File: config.mk
export PLATFORM = sky130hd
export DESIGN_NAME = reg_loader
export DESIGN_NICKNAME = d
export VERILOG_FILES = /design/src/rtl/regs_pkg.sv /design/src/rtl/go_sync.sv /design/src/rtl/reg_loader.sv
export SDC_FILE = /design/constraint.sdc
export NUM_CORES = 1
export LEC_CHECK = 0
export BUFFER_PORTS_ARGS = -buffer_cell sky130_fd_sc_hd__buf_2
export CORE_MARGIN = 8
export CORE_UTILIZATION = 50
export DETAILED_ROUTE_END_ITERATION = 12
export GPL_TIMING_DRIVEN = 0
export PLACE_DENSITY = 0.8
export SYNTH_ARGS = -nofsm -noshare
export SYNTH_HDL_FRONTEND = slang
export SYNTH_SLANG_ARGS = --single-unit
File: constraint.sdc
create_clock -name clk -period 3.1 [get_ports clk]
set_input_delay 0.155 -clock clk [delete_from_list [all_inputs] [get_ports clk]]
set_output_delay 0.155 -clock clk [all_outputs]
set_load 0.01 [all_outputs]
File: src/rtl/regs_pkg.sv
// rtl/regs_pkg.sv - shared types and sizes for the picoMIPS register file and its loader
package regs_pkg;

    localparam int REG_ADDR_W = 3;
    localparam int NUM_REGS   = 6;

    typedef enum logic [2:0] {
        LOAD_X,
        WR_X,
        REL_X,
        LOAD_Y,
        WR_Y,
        REL_Y,
        RUN,
        SHOW
    } loader_state_t;

endpackage

File: src/rtl/go_sync.sv
// rtl/go_sync.sv - sw_go synchronizer and edge detector, optional debounce under DEBOUNCE_EN
module go_sync #(
    parameter int DB_CYCLES = 16
) (
    input  logic clk,
    input  logic n_reset,
    input  logic sw_go,
    output logic go_level,
    output logic go_rise
);

    logic sync1;
    logic sync2;
    logic edge_q;

    if (DB_CYCLES < 1) begin : g_bad_cfg
        $error("go_sync: DB_CYCLES must be at least 1");
    end

    always_ff @(posedge clk or negedge n_reset) begin
        if (!n_reset) begin
            sync1 <= 1'b0;
            sync2 <= 1'b0;
        end else begin
            sync1 <= sw_go;
            sync2 <= sync1;
        end
    end

`ifdef DEBOUNCE_EN
    localparam int CW = $clog2(DB_CYCLES + 1);
    localparam logic [CW-1:0] CNT_LAST = CW'(DB_CYCLES - 1);

    logic [CW-1:0] db_cnt;
    logic          db_level;

    // Any sample that agrees with the current debounced level restarts the run.
    always_ff @(posedge clk or negedge n_reset) begin
        if (!n_reset) begin
            db_cnt   <= '0;
            db_level <= 1'b0;
        end else if (sync2 == db_level) begin
            db_cnt <= '0;
        end else if (db_cnt == CNT_LAST) begin
            db_cnt   <= '0;
            db_level <= sync2;
        end else begin
            db_cnt <= db_cnt + 1'b1;
        end
    end

    assign go_level = db_level;
`else
    assign go_level = sync2;
`endif

    always_ff @(posedge clk or negedge n_reset) begin
        if (!n_reset) begin
            edge_q <= 1'b0;
        end else begin
            edge_q <= go_level;
        end
    end

    assign go_rise = go_level & ~edge_q;

endmodule

File: src/rtl/reg_loader.sv
// rtl/reg_loader.sv - switch-driven operand loader for the picoMIPS register file (DEBOUNCE_EN adds go debounce)
module reg_loader
    import regs_pkg::*;
#(
    parameter int                    n         = 8,
    parameter logic [REG_ADDR_W-1:0] X_ADDR    = 3'd1,
    parameter logic [REG_ADDR_W-1:0] Y_ADDR    = 3'd3,
    parameter int                    DB_CYCLES = 16
) (
    input  logic                  clk,
    input  logic                  n_reset,
    input  logic [n-1:0]          sw_data,
    input  logic                  sw_go,
    input  logic                  done_in,
    output logic                  we,
    output logic [REG_ADDR_W-1:0] waddr,
    output logic [n-1:0]          wdata,
    output logic                  cpu_run,
    output logic                  ready_led
);

    loader_state_t state;
    loader_state_t state_nxt;
    logic          go_level;
    logic          go_rise;
    logic          go_low;

    if (X_ADDR == '0 || Y_ADDR == '0 || X_ADDR == Y_ADDR ||
        int'(X_ADDR) >= NUM_REGS || int'(Y_ADDR) >= NUM_REGS) begin : g_bad_cfg
        $error("reg_loader: X_ADDR/Y_ADDR must be distinct, nonzero and below NUM_REGS");
    end

    go_sync #(
        .DB_CYCLES(DB_CYCLES)
    ) u_go_sync (
        .clk      (clk),
        .n_reset  (n_reset),
        .sw_go    (sw_go),
        .go_level (go_level),
        .go_rise  (go_rise)
    );

    assign go_low = ~go_level;

    always_ff @(posedge clk or negedge n_reset) begin
        if (!n_reset) begin
            state <= LOAD_X;
        end else begin
            state <= state_nxt;
        end
    end

    always_comb begin
        state_nxt = state;
        unique case (state)
            LOAD_X: if (go_rise) state_nxt = WR_X;
            WR_X:   state_nxt = REL_X;
            REL_X:  if (go_low) state_nxt = LOAD_Y;
            LOAD_Y: if (go_rise) state_nxt = WR_Y;
            WR_Y:   state_nxt = REL_Y;
            REL_Y:  if (go_low) state_nxt = RUN;
            RUN:    if (done_in) state_nxt = SHOW;
            SHOW:   if (go_rise) state_nxt = LOAD_X;
            default: state_nxt = LOAD_X;
        endcase
    end

    // we is decoded from state only, so an async reset removes it at once.
    always_comb begin
        we        = 1'b0;
        cpu_run   = 1'b0;
        ready_led = 1'b0;
        unique case (state)
            LOAD_X, LOAD_Y: ready_led = 1'b1;
            WR_X, WR_Y:     we        = 1'b1;
            RUN:            cpu_run   = 1'b1;
            default: ;
        endcase
    end

    // Operands are taken straight from the switches; the operator holds them while sw_go is high.
    always_ff @(posedge clk or negedge n_reset) begin
        if (!n_reset) begin
            waddr <= '0;
            wdata <= '0;
        end else if (state == LOAD_X && go_rise) begin
            waddr <= X_ADDR;
            wdata <= sw_data;
        end else if (state == LOAD_Y && go_rise) begin
            waddr <= Y_ADDR;
            wdata <= sw_data;
        end
    end

endmodule

[Yosys cells after proc, flatten, opt, wreduce, memory -nomap -nowiden]
Index checks and enable logic that the tools add are counted.
Word-level totals
  register bits after elaboration: 17
  bits in latches: 0
  memory bits (writable): 0
  bits in read-only memories: 0
  input port bits: 12
  output and inout port bits: 14
  word-level logic and storage cells: 42
  memories kept: 0
Cells by class
  add/sub/neg operators: 0
  $mul: 0
  div/mod/pow operators: 0
  magnitude comparators: 0
  eq/ne operators: 13
  shifts and indexed selects: 0
  mux-type cells: 14
  bitwise logic cells: 2
  reductions and logical operators: 7
Operators by type and width (count)
  two-way mux 3 bit: 8
  case mux 3 bit (8 select lines): 1
  two-way mux 8 bit: 2
  == test 3 bit, second input constant: 4
  != test 2 bit, second input constant: 6
  == test 3 x 2 -> 1 bit, second input constant: 2
  AND reduction 6 bit: 1
  OR reduction 2 bit: 2
  == test 3 x 1 -> 1 bit, second input constant: 1
  zero test 3 bit: 1
  two-way mux 1 bit: 3
  logical AND 1 bit: 2
  nonzero test 2 bit: 1
  bitwise AND 1 bit: 1
  inverter 1 bit: 1

[Depth between registers and ports, before layout]
  depth in word-level cells: 5
  depth in mapped cells: 6
  mapped depth without buffers: 6

[By module]
A second synthesis with hierarchy kept.
Unflattened totals
  cell total of the unflattened synthesis: 58
  area total of the unflattened synthesis: 752.0 µm²
Modules (own cells, without submodules)
  reg_loader: instances 1, cells each 54, area each 663.1 µm², seq. area each 325.3 µm²
  go_sync: instances 1, cells each 4, area each 88.8 µm², seq. area each 75.1 µm²

[Worst setup path after synthesis]
Ideal clock, no wire load.
  kind: reg-to-reg
  from: register state[0]
  to: register wdata[0]
  setup time: 0.125 ns
  arrival time: 1.462 ns
  required time: 2.975 ns
  setup slack: 1.513 ns
  cell stages (with the launch flop): 6
  path buffers: 0
  clock period less this slack: 1.587 ns
  cell sequence: dfrtp_1 inv_1 ha_1 nor2_1 nor3_4 mux2_2
On the way
  cells in the longest elaborated chain, start to end: 3
  elaborated cells between the ends (all ways): 6
  those cells by class: eq/ne: 1; mux: 1; reduce/logical: 4
Ends and longest elaborated chain
  from (decl): line reg_loader.sv:22  | loader_state_t state;
  from (signal assigned): line reg_loader.sv:49  | state <= state_nxt;
  == test 3 x 2 -> 1 bit / zero test 3 bit (equally long branches): line reg_loader.sv:89, reg_loader.sv:86
  logical AND 1 bit, on equally long branches: line reg_loader.sv:89, reg_loader.sv:86
  nonzero test 2 bit (no line) / two-way mux 8 bit (equally long branches)
  to (signal assigned): line reg_loader.sv:88  | wdata <= sw_data;
  to (signal assigned): line reg_loader.sv:91  | wdata <= sw_data;
  to (decl): line reg_loader.sv:17  | output logic [n-1:0] wdata,
Several ways; a longest one is shown, not always the timed one.
A chain may end at the register's enable or synchronous reset.

[Worst setup path in the final report]
  from: register state[0]
  to: register wdata[7]
The elaborated chain is that of the path after synthesis.

==> results.toml <==
[timing]
hold_slack_ns = 0.1008
achievable-frequency_ghz = 0.5611
report.final.setup_viol = 0
timing_max_transition_violations_final = 0
post-route-min-period_ns = 1.782
rsz0062_at_grt = "no"
timing.clock.skew_ns = 0.003449
post-route-period-util_pct = 57.50
setup_tns_ns = 0
number_of_hold_violations_in_the_final_report = 0

[die]
die_area_um2 = 2980
die_height_um = 54.59
initial_core_util_pct = 51.20
core.rowCount = 14
die_width_um = 54.59
floorplan.io_pins = 26
coreArea_um2 = 1454

[clock_tree]
cts.sinks = 16
cts-root-buf = "sky130_fd_sc_hd__clkbuf_4"
maximum_level_of_the_cts_h_tree = 1
cts_resized = 0
clk-insertion-delay-late_ns = 0.28
cts-buffers-inserted = 3
clock_transition_at_path_regs_ns = 0.09
clockBufferDepth = 2
clock_tree_from_tritoncts = "done"

[global_routing]
grt_max_degree = 17
antenna_found_initial = 0
grt_pass1_wl_um = 2504
track_usage_pct = 11.53
globalRouteOverflowTotal = 0
vias_in_the_first_global_route = 611

[power_and_ir_drop]
cellLeakagePower_uw = 0.0004757
ir_worst_vdd_uv = 575.5
power_per_cell_area_nw_per_um2 = 965.6

[final_layout]
post_route_cells_drive_above_1_share_pct = 46.67
multiInputGateArea_um2 = 320.3
layout.filler_cells = 121
final_net_count = 107
layout-area-overhead-vs-synth_pct = 26.39
diodes = 0
seq_area_um2 = 400.4

[min_path]
path_category_of_the_worst_min_delay_check = "in2reg"

[yosys]
mappedNetlistNets = 76
netlist_area_um2 = 744.5
synth_edf_count = 0
asyncSetResetFlopFracSynth_pct = 100.0
yosysTopAreaCellShare_pct = 53.78
syn_avg_cell_area_um2 = 12.41
number_of_distinct_library_cells_after_synthesis = 23
netlist_instances = 60
ys_top_cells_by_area = "sky130_fd_sc_hd__dfrtp_1, sky130_fd_sc_hd__mux2_2, sky130_fd_sc_hd__ha_1, sky130_fd_sc_hd__nor2_1, sky130_fd_sc_hd__nand2b_1"
yosysTopAreaCell = "sky130_fd_sc_hd__dfrtp_1"
postSynthRegisterBits = 16
ys_seq_area_share_pct = 53.78
ys_warn_count = 0
synth_flop_cell = "sky130_fd_sc_hd__dfrtp_1"

[routing]
totalWireLength_um = 1409
ant_nets = 0
wire_per_inst_um = 13.29
first_pass_iters = 4
vias_per_cell = 5.057
num_vias = 536
route.detailed.drc = 0
dr.first_iter.drc_count = 3

[critical_path]
timing.critical_path.required_ns = 3.27
arrival_ns = 1.95
path_max_fanout = 9
timing.setup.critical_path_class = "reg2reg"
crit_path_start_kind = "flop"
crit_path_end_kind = "flop"

[placed_design]
numPortBuffers = 24
place_congestion = 0.7166
place.detailed.hpwl_um = 1154

[run_status]
run_status = "complete, no violations"

[job]
timing.max_cap.violations = 0
==> layer usage <==
metal | GRT usage, % | vias to the layer above | part of all wire (%)
met5 | 0 | - | 0
met4 | 6.148 | 0 | 0
met3 | 4.076 | 0 | 6.2
met2 | 18.68 | 21 | 52
met1 | 12.97 | 253 | 42
li1 | - | 262 | -
==> registers in the layout, indices dropped and copies added (netlist names) <==
signal and flops:
waddr 2, u_go_sync.edge_q 1, wdata 8, state 3, u_go_sync.go_level 1, u_go_sync.sync1 1
==> critical path: stages, from the launching register on <==
cell and delay (ns):
sky130_fd_sc_hd__dfrtp_1 0.42, sky130_fd_sc_hd__inv_1 0.09, sky130_fd_sc_hd__ha_1 0.26, sky130_fd_sc_hd__nor2_1 0.12, sky130_fd_sc_hd__nor3_4 0.40, sky130_fd_sc_hd__mux2_2 0.39
==> Yosys cell counts, types with 3 or more instances <==
cell / number
sky130_fd_sc_hd__ha_1: 4
sky130_fd_sc_hd__a21oi_1: 3
sky130_fd_sc_hd__nand2b_1: 3
sky130_fd_sc_hd__nor2_1: 6
sky130_fd_sc_hd__inv_1: 3
sky130_fd_sc_hd__dfrtp_1: 16
sky130_fd_sc_hd__mux2_2: 9
==> kinds of logic after synthesis <==
group,after synthesis,synth area share [%]
flip-flops,16,53.78
AND/OR/NAND/NOR,14,10.93
multiplexers,11,16.97
AO/OA/AOI/OAI,9,7.900
buffers and inverters,5,3.193
adder cells (fa/ha/maj),4,6.723
other,1,0.5037
==> stage by stage <==
stage / area [µm²] / setup slack [ns] / std cells / power, µW / util (%)
after floorplan: 744.5 / 1.513 / 60 / 641.9 / -
after global placement: 884.6 / 1.334 / 100 / 770.6 / 60.84
after detailed placement: 884.6 / 1.283 / 100 / 786.8 / 60.84
after CTS: 940.9 / 1.276 / 106 / 925.7 / 64.72
after global routing: 940.9 / 1.146 / 106 / 991.8 / 64.72
final: 940.9 / 1.318 / 106 / 908.5 / 64.72
==> worst paths after layout <==
path                            startpoint                  to  slack (ns)  cells after the start
setup / recovery                  state[0]            wdata[7]        1.32                      5
hold / removal                  sw_data[6]            wdata[6]        0.10                      2
setup reg to reg                  state[0]            wdata[7]        1.32                      5
hold reg to reg            u_go_sync.sync1  u_go_sync.go_level        0.36                      0
max in group asynchronous          n_reset            wdata[7]        2.55                      2
min in group asynchronous          n_reset            wdata[4]        0.31                      2
==> final cells by class <==
cell class                 instances  area share (%)
clock buffer                       4           3.856
sequential                        16           42.55
tap                               16           2.128
buffer                             2           1.330
inverter                           3           1.197
multi-input combinational         39           34.04
timing repair buffer              26           14.89
==> timing repair <==
item | in CTS | in global routing
hold endpoints to repair | 17 | 0
endpoints found under the setup margin | 0 | 0
buffers inserted | 0 | 0
hold buffers | 2 | 0
==> power by group <==
part | total, µW | leakage, µW | switching (µW) | internal (µW)
clock | 134 | 0.0000210 | 62.4 | 71.4
combinational | 438 | 0.000268 | 217 | 221
sequential | 337 | 0.000186 | 46.2 | 290
total | 909 | 0.000476 | 326 | 583
==> layout by cell type, fill, tap and decap left out, drive strengths merged <==
master and n:
and2 1, dlygate4sd3 2, nor2 6, inv 3, nor3 1, nand2 1, clkbuf 4, mux2 10
o21ai 1, dfrtp 16, conb 1, o22a 1, or2 1, mux2i 1, or2b 1, a21boi 1
a31oi 1, a21oi 3, a211o 1, ha 4, o31ai 1, nand2b 3, buf 26
Note: power is estimated with default switching activity, not from simulation.
